`src/rtl/cvw.sv`:
```
// Shared cvw package: core configuration record plus the debug-hart state and halt-cause encodings.
package cvw;

  typedef struct packed {
    int unsigned XLEN;
    logic [1:0]  M_MODE;
    logic [1:0]  S_MODE;
    logic [1:0]  U_MODE;
  } cvw_t;

  localparam cvw_t CVW_DEFAULT = '{XLEN: 64, M_MODE: 2'b11, S_MODE: 2'b01, U_MODE: 2'b00};

  typedef enum logic [2:0] {
    RUNNING,
    HALTING,
    HALTED,
    RESUMING,
    STEPPING
  } dbgState_t;

  localparam logic [2:0] DBG_CAUSE_NONE      = 3'd0;
  localparam logic [2:0] DBG_CAUSE_EBREAK    = 3'd1;
  localparam logic [2:0] DBG_CAUSE_HALTREQ   = 3'd3;
  localparam logic [2:0] DBG_CAUSE_STEP      = 3'd4;
  localparam logic [2:0] DBG_CAUSE_RESETHALT = 3'd5;

endpackage

```
`src/rtl/dbgcausesel.sv`:
```
// Debug-entry cause priority encode: ebreak > resethaltreq > haltreq > step.
module dbgcausesel
  import cvw::*;
(
  input  logic       ebreak,
  input  logic       resetHalt,
  input  logic       haltReq,
  input  logic       step,
  output logic [2:0] cause
);

  always_comb begin
    if (ebreak)         cause = DBG_CAUSE_EBREAK;
    else if (resetHalt) cause = DBG_CAUSE_RESETHALT;
    else if (haltReq)   cause = DBG_CAUSE_HALTREQ;
    else if (step)      cause = DBG_CAUSE_STEP;
    else                cause = DBG_CAUSE_NONE;
  end

endmodule

```
`src/rtl/debug_hart_ctrl.sv`:
```
// Hart-side debug mode controller: halt/resume/single-step sequencing and cause reporting.
// Optional feature: DEBUG_RESETHALTREQ_EN lets HaltOnReset send the hart into debug out of reset.
//
// state    | meaning
// RUNNING  | normal execution
// HALTING  | fetch stalled, waiting for the pipeline to drain
// HALTED   | in debug mode, parked
// RESUMING | one-cycle redirect to DPC and acknowledge
// STEPPING | running until exactly one instruction retires
module debug_hart_ctrl
  import cvw::*;
#(
  parameter cvw_t P = CVW_DEFAULT
) (
  input  logic       clk,
  input  logic       reset,
  input  logic       HaltReq,
  input  logic       ResumeReq,
  input  logic       HaltOnReset,
  input  logic       Step,
  input  logic       ebreakM,
  input  logic       ebreakEn,
  input  logic       InstrRetiredM,
  input  logic       PipeIdle,
  output logic       DebugMode,
  output logic       DCall,
  output logic [2:0] DebugCause,
  output logic       HaltPipe,
  output logic       ResumeM,
  output logic       ResumeAck,
  output logic       Halted
);

  if (P.XLEN != 32 && P.XLEN != 64) begin : gBadXlen
    $error("debug_hart_ctrl: unsupported XLEN");
  end

  dbgState_t state, stateNext;
  logic       pendReset, pendHalt, pendStep;
  logic [2:0] causeReg, selCause;
  logic       ebreakHit, resetHalt;

`ifdef DEBUG_RESETHALTREQ_EN
  assign resetHalt = HaltOnReset;
`else
  logic unusedHaltOnReset;
  assign unusedHaltOnReset = HaltOnReset;
  assign resetHalt = 1'b0;
`endif

  assign ebreakHit = ebreakM & ebreakEn & ((state == RUNNING) | (state == STEPPING));

  dbgcausesel u_causesel (
    .ebreak   (ebreakHit),
    .resetHalt(pendReset),
    .haltReq  (pendHalt),
    .step     (pendStep),
    .cause    (selCause)
  );

  // Every output is forced low while reset is held so an abandoned sequence leaves no strobe behind.
  assign DCall      = ~reset & (ebreakHit | ((state == HALTING) & PipeIdle));
  assign DebugCause = reset ? DBG_CAUSE_NONE : (DCall ? selCause : causeReg);
  assign DebugMode  = ~reset & ((state == HALTED) | (state == RESUMING));
  assign Halted     = ~reset & (state == HALTED);
  assign HaltPipe   = ~reset & (state == HALTING);
  assign ResumeM    = ~reset & (state == RESUMING);
  assign ResumeAck  = ~reset & (state == RESUMING);

  always_comb begin
    stateNext = state;
    case (state)
      RUNNING:  if (ebreakHit) stateNext = HALTED;
                else if (HaltReq) stateNext = HALTING;
      HALTING:  if (PipeIdle) stateNext = HALTED;
      HALTED:   if (ResumeReq & ~HaltReq) stateNext = RESUMING;
      RESUMING: stateNext = Step ? STEPPING : RUNNING;
      STEPPING: if (ebreakHit) stateNext = HALTED;
                else if (InstrRetiredM) stateNext = HALTING;
      default:  stateNext = RUNNING;
    endcase
  end

  always_ff @(posedge clk) begin
    if (reset) begin
      state     <= resetHalt ? HALTING : RUNNING;
      pendReset <= resetHalt;
      pendHalt  <= 1'b0;
      pendStep  <= 1'b0;
      causeReg  <= DBG_CAUSE_NONE;
    end else begin
      state <= stateNext;
      if (DCall) begin
        causeReg  <= selCause;
        pendReset <= 1'b0;
        pendHalt  <= 1'b0;
        pendStep  <= 1'b0;
      end else begin
        // A halt request only upgrades a step if it is seen before the retiring cycle.
        if ((state == RUNNING) & HaltReq) pendHalt <= 1'b1;
        if ((state == STEPPING) & HaltReq & ~InstrRetiredM) pendHalt <= 1'b1;
        if ((state == STEPPING) & InstrRetiredM) pendStep <= 1'b1;
      end
    end
  end

endmodule
```
`config.mk`:
```
export PLATFORM = sky130hd
export DESIGN_NAME = debug_hart_ctrl
export DESIGN_NICKNAME = d
export VERILOG_FILES = /design/src/rtl/cvw.sv /design/src/rtl/dbgcausesel.sv /design/src/rtl/debug_hart_ctrl.sv
export SDC_FILE = /design/constraint.sdc
export NUM_CORES = 1
export LEC_CHECK = 0
export BUFFER_PORTS_ARGS = -buffer_cell sky130_fd_sc_hd__buf_2
export CAP_MARGIN = 5
export CORE_UTILIZATION = 33
export DETAILED_ROUTE_END_ITERATION = 12
export HOLD_SLACK_MARGIN = 0.1
export MAX_ROUTING_LAYER = met4
export PLACE_DENSITY = 0.6
export RECOVER_POWER = 25
export SETUP_SLACK_MARGIN = 0.3
export SLEW_MARGIN = 20
export SYNTH_ARGS = -nofsm -noshare
export SYNTH_HDL_FRONTEND = slang
export SYNTH_SLANG_ARGS = --single-unit
```
`constraint.sdc`:
```
create_clock -name clk -period 2.5 [get_ports clk]
set_input_delay 0.125 -clock clk [delete_from_list [all_inputs] [get_ports clk]]
set_output_delay 0.125 -clock clk [all_outputs]
set_load 0.05 [all_outputs]
```
==> impl_metrics.tcl, run 1 <==
set metrics [dict create \
    status "complete, no violations" \
    postRouteAntennaNets 0 \
    core_area_um2 1370 \
    critPathMaxStageDelay_ns 0.43 \
    layout_commonest_cell "buf_2" \
    viasPerCell 5.15 \
    timing.rr.start "state[2]" \
    drt_iter0_drc 9 \
    synth_top_family_by_area "simple AND/OR/NAND/NOR gates" \
    worstPathBufferInverterCount 1 \
    async_flop_share_pct 0 \
    setup_viol 0 \
    finalHoldViolCount 0 \
    hold_depth 3 \
    crit_type "register to output pin" \
    diodes 0 \
    port_buffers 17 \
    vias 458 \
    clkLatencyLatePin_ns 0.26 \
    wire_per_inst_um 11.4 \
    yosys_warnings 0 \
    nets 86 \
    ys.flop_type "dfxtp_1" \
    synthXorXnorAreaFrac_pct 0 \
    cts_tree "built" \
    io_pins 19 \
    dp_hpwl_um 728 \
    tightest_slew_ns 0.425 \
    path_clk_slew_ns 0.05 \
    grt_pass1_wl_um 1460 \
    synth_seq_area_share_pct 31.4 \
    min_from "PipeIdle" \
    synthAdderAreaFrac_pct 0 \
    period_needed_ns 1.93 \
    grt_max_degree 17 \
    track_usage_pct 14.4 \
    stdcell_area_um2 617 \
    die_h_um 41.3 \
    post_cts_resized 0 \
    p_per_area_nw_per_um2 639 \
    placed_cell_area_um2 598 \
    max_freq_ghz 0.519 \
    rr_worst_depth 3 \
    grt_overflow 0 \
    crit_family "flip-flops" \
    post-cts-setup-buffers 0 \
    hold_end "state[1]" \
    netlist_instances 58 \
    drtPass1Iterations 4 \
    drv_cap 0 \
    synthMuxAreaShare_pct 6.88 \
    drcViolationCount 0 \
    finalMaxSlewViolations 0 \
    r2r_setup_slack_ns 1.09 \
    rows 13 \
    layout_common_cells "buf_2, dfxtp_1, a21oi_1, nand2b_1, nand2_1" \
    drive_above_1_share_pct 33.8 \
    drt-total-wl_um 1020 \
    max-clock-path-buffers 2 \
    avgSynthCellArea_um2 8.78 \
    yosys.area_share.simple_pct 37.6 \
    seq_area_um2 160 \
    synth_compound_gate_area_share_pct 17.0 \
    cts_made_buffers 3 \
    grt_pass1_vias 337 \
    clock_skew_ns 0.000314 \
    die_x_um 41.3 \
    synth_seq_cells 8 \
    worst_hold_path_type "primary input to register" \
    multiInputGateArea_um2 317 \
    r2r_end "causeReg[0]" \
    dieArea_um2 1700 \
    fin_crit_sh_pct 77.0 \
    synth.cell_area_um2 509 \
    cts_max_level 1 \
    initial_utilization_pct 37.3 \
    leakagePower_uw 0.000273 \
    cp.required_ns 2.38 \
    tns_ns 0 \
    synth_edf_count 0 \
    critPathSlowestCell "dfxtp_1" \
    cp-start-kind "register" \
    cts_root_buf "clkbuf_4" \
    areaGrowthSynthToFinish_pct 21.1 \
    antenna_found_initial 0 \
    clock_sinks 8 \
    vdd_ir_drop_max_mv 0.311 \
    end_kind "output pin" \
    max-slew-margin-rel_pct 71.7 \
    synth_fp_nets 68 \
    ys_types 26 \
    crit_fanout 11 \
    rsz0062_at_grt "no" \
    gp_congestion 0.697 \
    crit_arrival_ns 1.80 \
    n_fill_cell 156 \
    crit_chain "nand3b_2 -> a21oi_1 -> mux2i_1 -> buf_2" \
]
[registers in the layout, indices dropped and copies added, names as in the netlist]
name,cells
state,3
causeReg,3
pendHalt,1
pendStep,1
[kinds of logic (layout without fill, tap and decap cells)]
family                 count (synthesis)  count (layout)
AND/OR/NAND/NOR                       28              28
AO/OA/AOI/OAI                         13              13
flip-flops                             8               8
buffers and inverters                  6              22
multiplexers                           3               3
[final cells by class]
type	instances	area share, %
sequential	8	26.0
multi-input combinational	44	51.3
timing repair buffer	18	15.4
inverter	1	0.609
tap	15	3.04
clock buffer	3	3.65
[synth_stat cells (2+ instances only)]
cell,count,share of area [%]
a21oi_1,6,5.9
buf_2,2,2.0
nor4b_1,2,3.4
a21o_1,3,4.4
nand2_1,4,2.9
mux2i_1,2,3.9
nand2b_1,5,6.1
nand3b_1,3,4.4
nor2_1,3,2.2
dfxtp_1,8,31
nor2b_1,3,3.7
nor3_1,3,2.9
[per-layer routing]
layer / track usage [%] / vias up / share of wire [%]
li1: - / 241 / -
met1: 18.0 / 203 / 50
met2: 19.1 / 12 / 43
met3: 6.52 / 2 / 5.2
met4: 7.26 / 0 / 1.8
met5: - / - / 0
[worst max-delay path by stage]
stage / startpoint / end / slack, ns / depth (start not counted)
after floorplan: state[0] / causeReg[1] / 0.59 / 4
after global placement: state[0] / DebugCause[1] / 0.86 / 4
after detailed placement: state[0] / DebugCause[1] / 0.86 / 4
after CTS: state[0] / DebugCause[1] / 0.57 / 4
after global routing: state[0] / DebugCause[1] / 0.41 / 4
final: state[2] / DebugCause[1] / 0.57 / 4
[worst reg2reg max path, delay by kind of cell (launching register included)]
kind	cells	cell delay, ns
AOI/OAI and AO/OA	1	0.19
DFF	1	0.58
muxes	1	0.32
and+or+nand+nor	1	0.21
[power by group]
part / internal [uW] / leakage [uW] / total [uW] / switching [uW]
sequential: 139 / 0.0000652 / 161 / 22.1
clock: 55.0 / 0.0000138 / 100 / 45.2
combinational: 54.7 / 0.000194 / 133 / 78.0
total: 249 / 0.000273 / 394 / 145
[stage by stage]
| step | util, % | power [uW] | std cells | hold slack (ns) | setup slack, ns |
|---|---|---|---|---|---|
| 2_1_floorplan | - | 278 | 58 | 0.242 | 0.590 |
| 3_3_place_gp | 43.8 | 299 | 85 | 0.330 | 0.856 |
| 6_report | 45.1 | 394 | 89 | 0.145 | 0.575 |
| 5_1_grt | 45.1 | 421 | 89 | 0.153 | 0.407 |
| 3_5_place_dp | 43.8 | 299 | 85 | 0.332 | 0.857 |
| 4_1_cts | 46.2 | 404 | 89 | 0.150 | 0.569 |
[repair_timing]
item / 4_1_cts / 5_1_grt
setup endpoints to repair: 0 / 0
endpoints found under the hold margin: 1 / 0
hold buffers: 1 / 0
No activity file was read; power rests on OpenSTA's default activity.
==> run 2, diff against run 1 <==
--- a/config.mk
+++ b/config.mk
@@ -5,13 +5,14 @@
 export SDC_FILE = /design/constraint.sdc
 export NUM_CORES = 1
 export LEC_CHECK = 0
+export ABC_AREA = 1
 export BUFFER_PORTS_ARGS = -buffer_cell sky130_fd_sc_hd__buf_2
 export CAP_MARGIN = 5
 export CORE_UTILIZATION = 33
 export DETAILED_ROUTE_END_ITERATION = 12
 export HOLD_SLACK_MARGIN = 0.1
 export MAX_ROUTING_LAYER = met4
-export PLACE_DENSITY = 0.6
+export PLACE_DENSITY = 0.62
 export RECOVER_POWER = 25
 export SETUP_SLACK_MARGIN = 0.3
 export SLEW_MARGIN = 20
==> constraint.sdc (replaced) <==
create_clock -name clk -period 1.95 [get_ports clk]
set_input_delay 0.0975 -clock clk [delete_from_list [all_inputs] [get_ports clk]]
set_output_delay 0.0975 -clock clk [all_outputs]
set_load 0.05 [all_outputs]
==> run 2 against run 1 <==
Compared with the run above:
- clock skew grew 0.0054 ns
- global-route usage increased by 1.8 points
- area after synthesis down 12%
- critical path type unchanged
- die area down 12%
- largest cell class unchanged
- synthesized cell count up 17%
- worst hold slack worse by 0.035 ns
- worst setup slack worse by 0.30 ns
- via count up 5.0%
- first-iteration DRC count decreased by 33%
- combinational power increased to 3.4 times the previous value
==> impl_metrics.tcl, run 2 <==
set metrics [dict create \
    status "complete, no violations" \
    vias 481 \
    drive_above_1_share_pct 40.0 \
    end_kind "output pin" \
    wire_per_inst_um 10.1 \
    max_freq_ghz 0.598 \
    viasPerCell 4.86 \
    tns_ns 0 \
    r2r_setup_slack_ns 0.72 \
    layout_common_cells "nand2_1, buf_2, nor2_1, inv_1, nand3_1" \
    rows 12 \
    vdd_ir_drop_max_mv 0.660 \
    clock_sinks 8 \
    crit_fanout 8 \
    synth_top_area_share_pct 35.9 \
    path_clk_slew_ns 0.06 \
    yosys_warnings 0 \
    intPower_uw 405 \
    timing.rr.start "state[0]" \
    finalHoldViolCount 0 \
    async_flop_share_pct 0 \
    rsz0062_at_grt "no" \
    hold_ws_ns 0.110 \
    dp_slack_ns 0.470 \
    diodes 0 \
    drt_iter0_drc 6 \
    ys.flop_type "dfxtp_1" \
    ys_types 17 \
    drtPass1Iterations 4 \
    clock_power_share_pct 16.2 \
    cp-endpoint "DebugCause[0]" \
    cts_root_buf "clkbuf_4" \
    synth_edf_count 0 \
    core_area_um2 1190 \
    drv_cap 0 \
    port_buffers 17 \
    synth_fp_nets 78 \
    avgSynthCellArea_um2 6.57 \
    crit_chain "nor2_1 -> nand3_2 -> nand2_2 -> nor2_1 -> nand2_1 -> o21ai_2 -> buf_6" \
    p_comb_share_pct 54.4 \
    fin_crit_sh_pct 85.8 \
    dp_hpwl_um 760 \
    top_regs "causeReg x3, state x3" \
    yosysMostFrequentCell "nand2_1" \
    seqPwrFrac_pct 29.3 \
    die_x_um 38.8 \
    dp_cells 96 \
    cts_max_level 1 \
    grt_max_degree 10 \
    setup_ws_ns 0.277 \
    cp-start-kind "register" \
    max-clock-path-buffers 2 \
    synth_seq_cells 8 \
    cts_tree "built" \
    drcViolationCount 0 \
    cp.required_ns 1.85 \
    postCtsHoldBufs 0 \
    layout_commonest_cell "nand2_1" \
    postRouteAntennaNets 0 \
    setup_viol 0 \
    synthTopCellsByCount "nand2_1, dfxtp_1, inv_1, nor2_1, nand3_1" \
    synth_area_leaders "dfxtp_1, nand2_1, nand3_1, inv_1, nor2_1" \
    synth_top_area_cell "dfxtp_1" \
    synth_seq_area_share_pct 35.9 \
    post-cts-setup-buffers 0 \
    tightest_slew_ns 0.296 \
    p_per_area_nw_per_um2 1380 \
    grt_pass1_wl_um 1550 \
    grt_pass1_vias 402 \
    io_pins 19 \
    antenna_found_initial 0 \
    cts_made_buffers 3 \
    r2r_end "causeReg[0]" \
    crit_arrival_ns 1.58 \
    max-slew-margin-rel_pct 80.2 \
    finalPower_uw 826 \
    synth.cell_area_um2 447 \
    die_h_um 38.8 \
    track_usage_pct 16.2 \
    critPathMaxStageDelay_ns 0.43 \
    finalNonFillerCells 99 \
    post_cts_resized 5 \
    power.switching_uw 420 \
    netlist_instances 68 \
    critPathMostFrequentCell "nor2_1" \
    period_needed_ns 1.67 \
    critPathSlowestCell "dfxtp_2" \
    drt-total-wl_um 997 \
    worst_hold_path_type "primary input to register" \
    initial_utilization_pct 37.7 \
    crit_type "register to output pin" \
    clkLatencyLatePin_ns 0.26 \
    crit_start "state[2]" \
    gp_congestion 0.753 \
    dieArea_um2 1500 \
    rr_worst_depth 7 \
    clock_skew_ns 0.00574 \
    areaGrowthSynthToFinish_pct 33.6 \
    leakagePower_uw 0.000301 \
    grt_overflow 0 \
    finalMaxSlewViolations 0 \
    nets 97 \
    swShare_pct 50.9 \
]
[run 2: final cells by class]
type                            count  area (um2)
Fill cell                         133         589
Multi-Input combinational cell     47         251
Sequential cell                     8         164
Timing Repair Buffer               17         104
Inverter                           10        37.5
Clock buffer                        3        22.5
Tap cell                           14        17.5
[run 2: worst min path at each step]
| stage | start | to | cells after the start |
|---|---|---|---|
| after floorplan | HaltReq | pendHalt | 2 |
| after global placement | HaltReq | pendHalt | 3 |
| after detailed placement | HaltReq | pendHalt | 3 |
| after CTS | HaltReq | pendHalt | 3 |
| after global routing | HaltReq | pendHalt | 3 |
| final | Step | state[2] | 3 |
[run 2: worst max-delay path: cells and delay by family (launching register included)]
family	cells	cell delay (ns)
AOI/OAI and AO/OA	1	0.09
and+or+nand+nor	5	0.63
DFF	1	0.43
buffers and inverters	1	0.18
[run 2: power by group through the flow]
stage | registers, uW | logic [uW] | clock network, uW
floorplan | 225 | 367 | 0
global placement | 233 | 434 | 0
detailed placement | 233 | 438 | 0
CTS | 238 | 448 | 135
global route | 246 | 491 | 143
finish | 242 | 450 | 134
[run 2: stage by stage]
stage | util [%] | instance area (um2)
after detailed placement | 46.0 | 546
after global placement | 46.0 | 546
after floorplan | - | 462
after global routing | 50.3 | 597
after CTS | 49.1 | 582
final | 50.3 | 597
[run 2: kinds of logic (layout without fill, tap and decap cells)]
family / count (synthesis) / count (layout) / share of synthesized area, %
and+or+nand+nor: 38 / 38 / 41.2
AOI/OAI and AO/OA: 9 / 9 / 10.4
buffers and inverters: 13 / 30 / 12.6
DFF: 8 / 8 / 35.9
[run 2: per-layer routing]
layer | vias to the layer above | track usage (%) | part of all wire [%]
met5 | - | - | 0
met4 | 0 | 12.9 | 2.9
met1 | 211 | 19.6 | 45
li1 | 251 | - | -
met3 | 5 | 1.73 | 4.1
met2 | 14 | 24.2 | 47
